===== config.mk =====
export PLATFORM = sky130hd
export DESIGN_NAME = pdm_mic_decimator
export DESIGN_NICKNAME = d
export VERILOG_FILES = /design/src/rtl/audio_pkg.sv /design/src/rtl/cic_decim3.sv /design/src/rtl/pdm_mic_decimator.sv
export SDC_FILE = /design/constraint.sdc
export NUM_CORES = 1
export LEC_CHECK = 0
export CORE_UTILIZATION = 57
export DETAILED_ROUTE_END_ITERATION = 12
export GPL_TIMING_DRIVEN = 0
export HOLD_SLACK_MARGIN = 0.08
export PLACE_DENSITY = 0.87
export SLEW_MARGIN = 10
export SYNTH_ARGS = -nofsm -noshare
export SYNTH_HDL_FRONTEND = slang
export SYNTH_SLANG_ARGS = --single-unit

===== constraint.sdc =====
create_clock -name wb_clk_i -period 2.6 [get_ports wb_clk_i]
set_clock_uncertainty 0.2 [all_clocks]
set_input_delay 0.52 -clock wb_clk_i [delete_from_list [all_inputs] [get_ports wb_clk_i]]
set_output_delay 0.52 -clock wb_clk_i [all_outputs]
set_load 0.02 [all_outputs]

===== src/rtl/audio_pkg.sv =====
// Shared constants and FSM encoding for the PDM microphone front end.
package audio_pkg;

    localparam int unsigned CIC_ORDER = 3;
    localparam int unsigned AUDIO_W   = 12;
    localparam logic [AUDIO_W-1:0] AUDIO_MIDSCALE = 12'h800;

    typedef enum logic [1:0] {
        ST_IDLE   = 2'd0,
        ST_WARMUP = 2'd1,
        ST_RUN    = 2'd2
    } mic_state_e;

endpackage


===== src/rtl/cic_decim3.sv =====
// Third-order CIC decimator: integrators at the PDM tick rate, a wrap counter
// that marks decimation events, a three-stage comb pipeline and saturation.
module cic_decim3
    import audio_pkg::*;
#(
    parameter int unsigned DECIM_LOG2 = 6
) (
    input  logic               clk_i,
    input  logic               rst_i,
    input  logic               clear_i,
    input  logic               bit_i,
    input  logic               tick_i,
    output logic               dec_stb_o,
    output logic [AUDIO_W-1:0] result_c_o
);

    localparam int unsigned W = CIC_ORDER * DECIM_LOG2 + 1;

    logic [W-1:0]            int_q  [CIC_ORDER];
    logic [W-1:0]            int_d  [CIC_ORDER];
    logic [W-1:0]            comb_q [CIC_ORDER];
    logic [W-1:0]            comb_d [CIC_ORDER];
    logic [W-1:0]            dly_q  [CIC_ORDER];
    logic [W-1:0]            dly_d  [CIC_ORDER];
    logic [DECIM_LOG2-1:0]   cnt_q, cnt_d;
    logic [CIC_ORDER:0]      vld_q, vld_d;
    logic                    unused_lsbs;

    // Integrate on ticks; walk a decimation event down the comb stages one per cycle.
    always_comb begin
        int_d  = int_q;
        cnt_d  = cnt_q;
        comb_d = comb_q;
        dly_d  = dly_q;
        vld_d  = {vld_q[CIC_ORDER-1:0], tick_i && (cnt_q == '1)};
        if (tick_i) begin
            int_d[0] = int_q[0] + W'(bit_i);
            for (int s = 1; s < CIC_ORDER; s++) begin
                int_d[s] = int_q[s] + int_q[s-1];
            end
            cnt_d = cnt_q + DECIM_LOG2'(1);
        end
        if (vld_q[0]) begin
            comb_d[0] = int_q[CIC_ORDER-1] - dly_q[0];
            dly_d[0]  = int_q[CIC_ORDER-1];
        end
        for (int s = 1; s < CIC_ORDER; s++) begin
            if (vld_q[s]) begin
                comb_d[s] = comb_q[s-1] - dly_q[s];
                dly_d[s]  = comb_q[s-1];
            end
        end
    end

    // Filter state; a clear drops any event still in the comb pipeline.
    always_ff @(posedge clk_i) begin
        if (rst_i || clear_i) begin
            for (int s = 0; s < CIC_ORDER; s++) begin
                int_q[s]  <= '0;
                comb_q[s] <= '0;
                dly_q[s]  <= '0;
            end
            cnt_q <= '0;
            vld_q <= '0;
        end else begin
            int_q  <= int_d;
            comb_q <= comb_d;
            dly_q  <= dly_d;
            cnt_q  <= cnt_d;
            vld_q  <= vld_d;
        end
    end

    // Full scale (R^3) lands on the MSB; clamp it to the largest positive value.
    assign dec_stb_o   = vld_q[CIC_ORDER];
    assign result_c_o  = comb_q[CIC_ORDER-1][W-1] ? '1 : comb_q[CIC_ORDER-1][W-2 -: AUDIO_W];
    assign unused_lsbs = ^comb_q[CIC_ORDER-1];

endmodule


===== src/rtl/pdm_mic_decimator.sv =====
// PDM microphone front end: input synchronizer, PDM clock divider, run/idle
// FSM and the registered 12-bit audio output.
module pdm_mic_decimator
    import audio_pkg::*;
#(
    parameter int unsigned CLK_DIV    = 6,
    parameter int unsigned DECIM_LOG2 = 6
) (
    input  logic               wb_clk_i,
    input  logic               wb_reset_i,
    input  logic               enable_i,
    input  logic               pdm_dat_i,
    output logic               pdm_clk_o,
    output logic [AUDIO_W-1:0] audio_o,
    output logic               sample_stb_o
);

    localparam int unsigned DIV_W = $clog2(CLK_DIV);
    localparam logic [DIV_W-1:0] DIV_LAST = DIV_W'(CLK_DIV - 1);

    mic_state_e         state_q, state_d;
    logic [1:0]         sync_q;
    logic [DIV_W-1:0]   div_q, div_d;
    logic               pdm_clk_q, pdm_clk_d;
    logic [1:0]         warm_q, warm_d;
    logic [AUDIO_W-1:0] audio_q, audio_d;
    logic               stb_q, stb_d;
    logic               tick_c;
    logic               clear_c;
    logic               dec_stb;
    logic [AUDIO_W-1:0] cic_result;

    cic_decim3 #(
        .DECIM_LOG2 (DECIM_LOG2)
    ) u_cic (
        .clk_i      (wb_clk_i),
        .rst_i      (wb_reset_i),
        .clear_i    (clear_c),
        .bit_i      (sync_q[1]),
        .tick_i     (tick_c),
        .dec_stb_o  (dec_stb),
        .result_c_o (cic_result)
    );

    // Two-flop synchronizer for the asynchronous PDM data.
    always_ff @(posedge wb_clk_i) begin
        if (wb_reset_i) begin
            sync_q <= '0;
        end else begin
            sync_q <= {sync_q[0], pdm_dat_i};
        end
    end

    // Next state: divider/tick generation, warm-up event count, output update.
    always_comb begin
        state_d   = state_q;
        div_d     = div_q;
        pdm_clk_d = pdm_clk_q;
        warm_d    = warm_q;
        audio_d   = audio_q;
        stb_d     = 1'b0;
        tick_c    = 1'b0;
        clear_c   = 1'b0;
        unique case (state_q)
            ST_IDLE: begin
                div_d     = '0;
                pdm_clk_d = 1'b0;
                warm_d    = '0;
                audio_d   = AUDIO_MIDSCALE;
                clear_c   = 1'b1;
                if (enable_i) begin
                    state_d = ST_WARMUP;
                end
            end
            ST_WARMUP, ST_RUN: begin
                if (!enable_i) begin
                    state_d   = ST_IDLE;
                    div_d     = '0;
                    pdm_clk_d = 1'b0;
                    warm_d    = '0;
                    audio_d   = AUDIO_MIDSCALE;
                    clear_c   = 1'b1;
                end else begin
                    if (div_q == DIV_LAST) begin
                        div_d     = '0;
                        pdm_clk_d = !pdm_clk_q;
                        tick_c    = pdm_clk_q;
                    end else begin
                        div_d = div_q + DIV_W'(1);
                    end
                    if (dec_stb) begin
                        if (state_q == ST_RUN) begin
                            audio_d = cic_result;
                            stb_d   = 1'b1;
                        end else if (warm_q == 2'd2) begin
                            state_d = ST_RUN;
                        end else begin
                            warm_d = warm_q + 2'd1;
                        end
                    end
                end
            end
            default: begin
                state_d = ST_IDLE;
            end
        endcase
    end

    // State and output registers.
    always_ff @(posedge wb_clk_i) begin
        if (wb_reset_i) begin
            state_q   <= ST_IDLE;
            div_q     <= '0;
            pdm_clk_q <= 1'b0;
            warm_q    <= '0;
            audio_q   <= AUDIO_MIDSCALE;
            stb_q     <= 1'b0;
        end else begin
            state_q   <= state_d;
            div_q     <= div_d;
            pdm_clk_q <= pdm_clk_d;
            warm_q    <= warm_d;
            audio_q   <= audio_d;
            stb_q     <= stb_d;
        end
    end

    assign pdm_clk_o    = pdm_clk_q;
    assign audio_o      = audio_q;
    assign sample_stb_o = stb_q;

endmodule


==> impl_metrics.env, run 1 <==
export IMPL_fin_cells=1769
export IMPL_comb_power_share_pct=12.6
export IMPL_power_switching_mw=1.996
export IMPL_clock_latency_ns=0.45
export IMPL_routed_via_density=6.222
export IMPL_start_kind="register"
export IMPL_grt_pass1_vias=10050
export IMPL_worst_pin_slew_ns=0.8482
export IMPL_dp_hpwl_um=21590
export IMPL_grt_remaining_overflow=0
export IMPL_hp_class="reg2reg"
export IMPL_antenna_found_initial=0
export IMPL_die_area_sq_um=21070
export IMPL_min_period_over_period_pct=100.2
export IMPL_placed_cells=1723
export IMPL_path_clk_slew_ns=0.08
export IMPL_synth_main_ff_cell="dfxtp_1"
export IMPL_die_x_um=145.2
export IMPL_cp_max_fo=3
export IMPL_post_route_min_period_ns=2.605
export IMPL_firstDrtPassIters=5
export IMPL_setup_slack_ns=-0.004899
export IMPL_cp_required_ns=2.73
export IMPL_synth_edf_count=0
export IMPL_syn_cell_area_sq_um=11680
export IMPL_finalHoldViolCount=0
export IMPL_fmaxAchievable_ghz=0.3839
export IMPL_cp_arrival_ns=2.74
export IMPL_slew_headroom_pct=43.45
export IMPL_p_leak_nw=5.114
export IMPL_power_mw=6.842
export IMPL_dpl_worst_slack_ns=-1.253
export IMPL_wl_met2_um=14980
export IMPL_wire_per_inst_um=18.03
export IMPL_tritoncts="done"
export IMPL_synth_top_area_cell="dfxtp_1"
export IMPL_netlist_instances=1436
export IMPL_wirelength_um=31900
export IMPL_synth_area_leaders="dfxtp_1 34%, ha_1 10%, mux2i_1 7.4%"
export IMPL_core_area_sq_um=20170
export IMPL_die_h_um=145.2
export IMPL_maxSlewViolCount=0
export IMPL_hold_buffers=0
export IMPL_start_util_pct=57.93
export IMPL_yosys_warnings=0
export IMPL_clock_path_buffers=2
export IMPL_layout_drive_gt1_share_pct=12.54
export IMPL_syn_nets=1540
export IMPL_p_sw_share_pct=29.17
export IMPL_syn_avg_cell_area_sq_um=8.136
export IMPL_synth_cell_types=62
export IMPL_nets=1590
export IMPL_drv_cap=0
export IMPL_end_kind="register"
export IMPL_wl_met3_um=2236
export IMPL_io_buffers=17
export IMPL_violations="setup timing"
export IMPL_cts_buffers=17
export IMPL_vdd_drop_max_mv=0.4076
export IMPL_io_pins=18
export IMPL_synthToLayoutAreaGrowth_pct=16.19
export IMPL_p_int_mw=4.846
export IMPL_hold_ws_ns=0.2507
export IMPL_grt_max_degree=21
export IMPL_numClockSinks=198
export IMPL_drc=0
export IMPL_critical_path_class="reg2reg"
export IMPL_p_seq_share_pct=44.7
export IMPL_drt_iter0_drc=903
export IMPL_power_frac_clock_pct=42.7
export IMPL_track_usage_pct=28.56
export IMPL_diodes=0
export IMPL_synth_async_sr_flop_share_pct=0
export IMPL_m1WireLength_um=13360
export IMPL_synth_seq_cells=198
export IMPL_power_density_nw_per_um2=504.0
export IMPL_synth_seq_area_share_pct=33.93
export IMPL_synth_top_area_share_pct=33.93
export IMPL_htreeDepth=4
export IMPL_finalSetupViolCount=1
export IMPL_ant_nets=0
export IMPL_placementRows=52
export IMPL_place_gp_congestion=0.9110
export IMPL_cts_root_buf="clkbuf_16"
export IMPL_status="finished, violations left"
export IMPL_final_cell_mix="181 x dfxtp_1, 157 x nor2_1, 143 x nand2_1"
export IMPL_final_common_cell="dfxtp_1"
export IMPL_top_layer_used="met4"
export IMPL_vias=11010
export IMPL_grt_pass1_wl_um=49200
export IMPL_rsz0062_at_grt="true"
-- routing by layer --
layer / vias up / track usage, %
met2: 443 / 47.28
met3: 102 / 4.969
met5: - / 0
met1: 5271 / 36.25
met4: 0 / 12.89
li1: 5190 / -
-- cell type report --
cell class                 count  area (sq um)
timing repair buffer          36         325.3
tap                          270         337.8
multi-input combinational   1092          7651
clock inverter                15         225.2
clock buffer                  17         425.4
buffer                        61         320.3
inverter                      80         300.3
sequential                   198          3990
fill                        1501          6594
-- sequential cells by signal, indices dropped and copies added, names as in the netlist --
| signal | flops |
|---|---|
| u_cic.vld_q | 4 |
| u_cic.cnt_q | 6 |
| state_q | 2 |
| u_cic.int_q | 57 |
| u_cic.comb_q | 51 |
| sample_stb_o | 1 |
| pdm_clk_o | 1 |
| audio_o | 12 |
| warm_q | 2 |
| div_q | 3 |
| u_cic.dly_q | 57 |
| sync_q | 2 |
-- synth_stat cells (8+ instances only) --
cell type	number
dfxtp_1	198
nor2_1	162
nand2_1	144
a21oi_1	128
ha_1	96
mux2i_1	86
inv_1	80
o21ai_0	64
clkbuf_1	51
xor2_1	47
nand3_1	44
nor3_1	32
xnor2_1	28
a21o_1	25
and3_1	22
nand4_1	22
o211ai_1	21
a211oi_1	19
o21bai_1	15
a31oi_1	13
nor2b_1	13
o21a_1	10
nand2b_1	8
or3_1	8
-- cell families after synthesis --
family | synth area share, %
muxes | 7.368
DFF | 33.93
xor gates and xnor gates | 5.622
adders and majority gates | 10.97
AOI/OAI and AO/OA | 18.32
buffers and inverters | 4.830
and+or+nand+nor | 18.97
-- worst paths after layout --
check                                                  from                             to  slack (ns)  cells past startpoint
worst min-delay path                audio_o[4]$_SDFFE_PP0P_        audio_o[4]$_SDFFE_PP0P_        0.25                      2
worst max register to register  u_cic.dly_q[4]$_SDFFE_PP0P_  u_cic.comb_q[17]$_SDFFE_PP0P_      -0.005                      9
worst min register to register      audio_o[4]$_SDFFE_PP0P_        audio_o[4]$_SDFFE_PP0P_        0.25                      2
worst max-delay path            u_cic.dly_q[4]$_SDFFE_PP0P_  u_cic.comb_q[17]$_SDFFE_PP0P_      -0.005                      9
-- power by group through the flow --
stage                     clock [mW]  combinational (mW)  sequential (mW)
final                           2.92               0.864             3.06
after CTS                       2.93               0.759             3.06
after global routing            3.04               0.901             3.06
after global placement             0               0.697             3.13
after detailed placement           0               0.712             3.13
after floorplan                    0               0.436             3.13
-- stage by stage --
| step | utilization, % | cell area [sq um] | setup TNS (ns) |
|---|---|---|---|
| 2_1_floorplan | - | 11680 | 0 |
| 4_1_cts | 64.80 | 13070 | -0.08661 |
| 6_report | 67.31 | 13580 | -0.004899 |
| 3_5_place_dp | 60.45 | 12190 | -150.64 |
| 3_3_place_gp | 60.45 | 12190 | -144.39 |
| 5_1_grt | 67.31 | 13580 | -0.4036 |
-- what timing repair did --
| item | 4_1_cts | 5_1_grt |
|---|---|---|
| pin swaps | 6 | 27 |
| gates resized for setup | 78 | 117 |
| setup buffers | 5 | 14 |
| endpoints found under the setup margin | 174 | 165 |
-- worst max-delay path: stages, from the launching register on --
cell	delay, ns
dfxtp_2	0.34
inv_2	0.05
ha_4	0.22
a211oi_2	0.24
o21ai_1	0.13
a2111o_1	0.43
and3_4	0.20
a221o_1	0.35
xnor2_2	0.23
o22ai_2	0.09
(Power assumes the default switching activity.)
==> inputs of run 2 (changes only) <==
--- a/config.mk
+++ b/config.mk
@@ -5,11 +5,11 @@
 export SDC_FILE = /design/constraint.sdc
 export NUM_CORES = 1
 export LEC_CHECK = 0
-export CORE_UTILIZATION = 57
+export CORE_UTILIZATION = 67
 export DETAILED_ROUTE_END_ITERATION = 12
 export GPL_TIMING_DRIVEN = 0
 export HOLD_SLACK_MARGIN = 0.08
-export PLACE_DENSITY = 0.87
+export PLACE_DENSITY = 0.95
 export SLEW_MARGIN = 10
 export SYNTH_ARGS = -nofsm -noshare
 export SYNTH_HDL_FRONTEND = slang
==> constraint.sdc (replaced) <==
create_clock -name wb_clk_i -period 3.3 [get_ports wb_clk_i]
set_clock_uncertainty 0.2 [all_clocks]
set_input_delay 0.495 -clock wb_clk_i [delete_from_list [all_inputs] [get_ports wb_clk_i]]
set_output_delay 0.495 -clock wb_clk_i [all_outputs]
set_load 0.02 [all_outputs]
==> run 2 against run 1 <==
The run now ends clean. Highest routed layer unchanged. Die area shrank 15%. Worst setup slack gained 0.087 ns. Cell count shrank 3.6%. Critical path depth grew 1. Largest power group unchanged. Total power shrank 24%. Largest cell class unchanged. Fmax shrank 19%. Combinational power shrank 31%.
==> impl_metrics.env, run 2 (synthesis results as in run 1) <==
export IMPL_status="completed"
export IMPL_firstDrtPassIters=6
export IMPL_drc=0
export IMPL_nets=1576
export IMPL_cp_arrival_ns=3.33
export IMPL_nFillCells=1117
export IMPL_wire_per_inst_um=17.96
export IMPL_power_frac_clock_pct=42.6
export IMPL_drv_cap=0
export IMPL_start_kind="register"
export IMPL_hp_start="sync_q[0]$_SDFF_PP0_"
export IMPL_cp_required_ns=3.41
export IMPL_placementRows=47
export IMPL_cpLargestDelayFamily="buffers and inverters"
export IMPL_top_regs="u_cic.dly_q: 57 flops, u_cic.int_q: 57 flops, u_cic.comb_q: 51 flops"
export IMPL_crit_path_top_delay_cell="clkbuf_1"
export IMPL_htreeDepth=4
export IMPL_startpoint="state_q[0]$_SDFFE_PP0P_"
export IMPL_io_pins=18
export IMPL_cts_resized_gates=3
export IMPL_routed_via_density=6.460
export IMPL_grt_pass1_vias=10520
export IMPL_p_int_mw=3.683
export IMPL_core_area_sq_um=16820
export IMPL_use_met1_pct=42.60
export IMPL_post_route_min_period_ns=3.218
export IMPL_finalHoldViolCount=0
export IMPL_power_switching_mw=1.550
export IMPL_tritoncts="done"
export IMPL_clock_latency_ns=0.45
export IMPL_end_kind="register"
export IMPL_register_area_sq_um=3964
export IMPL_postPlaceCellArea_sq_um=12130
export IMPL_multi_input_area_sq_um=7156
export IMPL_busiest_layer="met2"
export IMPL_fmaxAchievable_ghz=0.3107
export IMPL_r2r_setup_slack_ns=0.08
export IMPL_synthToLayoutAreaGrowth_pct=9.349
export IMPL_slew_headroom_pct=44.44
export IMPL_path_cells="inv_1, ha_1, buf_2, a21oi_1, nor2_1, or2_2, clkbuf_1, clkbuf_2, clkbuf_2, o22ai_1"
export IMPL_grt_use_met2_pct=57.89
export IMPL_min_period_over_period_pct=97.52
export IMPL_die_area_sq_um=17970
export IMPL_grt_pass1_wl_um=49780
export IMPL_die_x_um=134.1
export IMPL_hold_buffers=0
export IMPL_vias=11010
export IMPL_dp_hpwl_um=21770
export IMPL_p_seq_share_pct=46.1
export IMPL_finalSetupViolCount=0
export IMPL_maxSlewViolCount=0
export IMPL_comb_power_share_pct=11.3
export IMPL_rr_startpoint="state_q[0]$_SDFFE_PP0P_"
export IMPL_numClockSinks=198
export IMPL_cts_setup_buffers=0
export IMPL_track_usage_pct=34.45
export IMPL_grt_remaining_overflow=0
export IMPL_power_density_nw_per_um2=409.6
export IMPL_critical_path_buf_inv_count=5
export IMPL_vdd_drop_max_mv=0.3951
export IMPL_cts_root_buf="clkbuf_16"
export IMPL_dpl_worst_slack_ns=-0.5344
export IMPL_hold_ws_ns=0.2564
export IMPL_final_area_sq_um=12780
export IMPL_critical_path_class="reg2reg"
export IMPL_p_leak_nw=4.873
export IMPL_power_mw=5.233
export IMPL_start_util_pct=69.47
export IMPL_ant_nets=0
export IMPL_grt_max_degree=21
export IMPL_grtUsageMet3_pct=6.841
export IMPL_setup_slack_ns=0.08170
export IMPL_cts_buffers=17
export IMPL_antenna_found_initial=0
export IMPL_place_gp_congestion=0.9770
export IMPL_diodes=0
export IMPL_die_h_um=134.1
export IMPL_clock_path_buffers=2
export IMPL_final_cell_mix="198 x dfxtp_1, 162 x nor2_1, 144 x nand2_1"
export IMPL_worst_pin_slew_ns=0.8334
export IMPL_layout_drive_gt1_share_pct=3.838
export IMPL_final_common_cell="dfxtp_1"
export IMPL_io_buffers=17
export IMPL_p_sw_share_pct=29.63
export IMPL_cpPeakStageDelay_ns=0.46
export IMPL_drt_iter0_drc=1141
export IMPL_cp_max_fo=10
export IMPL_path_clk_slew_ns=0.08
export IMPL_hp_class="reg2reg"
export IMPL_crit_path_frequent_cell="clkbuf_2"
export IMPL_wirelength_um=30630
## run 2: layout make-up
type | count | area share (%)
buffer | 66 | 2.164
tap | 220 | 2.155
sequential | 198 | 31.03
clock inverter | 15 | 1.635
inverter | 80 | 2.350
clock buffer | 17 | 3.330
timing repair buffer | 17 | 1.332
multi-input combinational | 1092 | 56.01
## run 2: metrics by stage
stage / TNS [ns] / util (%) / instances
CTS: 0 / 75.91 / 1705
detailed placement: -13.36 / 72.12 / 1673
global route: -0.09360 / 75.96 / 1705
global placement: -10.62 / 72.12 / 1673
finish: 0 / 75.96 / 1705
floorplan: 0 / - / 1436
## run 2: worst register-to-register path, stage by stage, from the launching register on
cell and delay, ns:
dfxtp_1 0.37, inv_1 0.08, ha_1 0.27, buf_2 0.19, a21oi_1 0.11, nor2_1 0.16
or2_2 0.13, clkbuf_1 0.46, clkbuf_2 0.45, clkbuf_2 0.46, o22ai_1 0.19
## run 2: path summary, 6_finish.rpt
path,to,cells after the start
max,u_cic.comb_q[17]$_SDFFE_PP0P_,10
min,sync_q[1]$_SDFF_PP0_,1
max reg2reg,u_cic.comb_q[17]$_SDFFE_PP0P_,10
min reg2reg,sync_q[1]$_SDFF_PP0_,1
## run 2: power by group through the flow
| stage | Clock, mW | Combinational, mW | Sequential (mW) |
|---|---|---|---|
| 2_1_floorplan | 0 | 0.344 | 2.47 |
| 3_3_place_gp | 0 | 0.534 | 2.47 |
| 3_5_place_dp | 0 | 0.554 | 2.47 |
| 4_1_cts | 2.23 | 0.567 | 2.41 |
| 5_1_grt | 2.33 | 0.621 | 2.42 |
| 6_report | 2.23 | 0.592 | 2.41 |
## run 2: layer usage
layer	routed length (um)	vias to the layer above
met5	0	-
met4	1049	0
met3	2765	105
met2	14440	576
met1	12370	5164
li1	-	5169
==> inputs of run 3 (changes only) <==
--- a/config.mk
+++ b/config.mk
@@ -8,7 +8,7 @@
 export CORE_UTILIZATION = 67
 export DETAILED_ROUTE_END_ITERATION = 12
 export GPL_TIMING_DRIVEN = 0
-export HOLD_SLACK_MARGIN = 0.08
+export HOLD_SLACK_MARGIN = 0.06
 export PLACE_DENSITY = 0.95
 export SLEW_MARGIN = 10
 export SYNTH_ARGS = -nofsm -noshare
==> results of run 3 <==
Same layout as run 2: the final DEF is identical, and so are final timing and power.
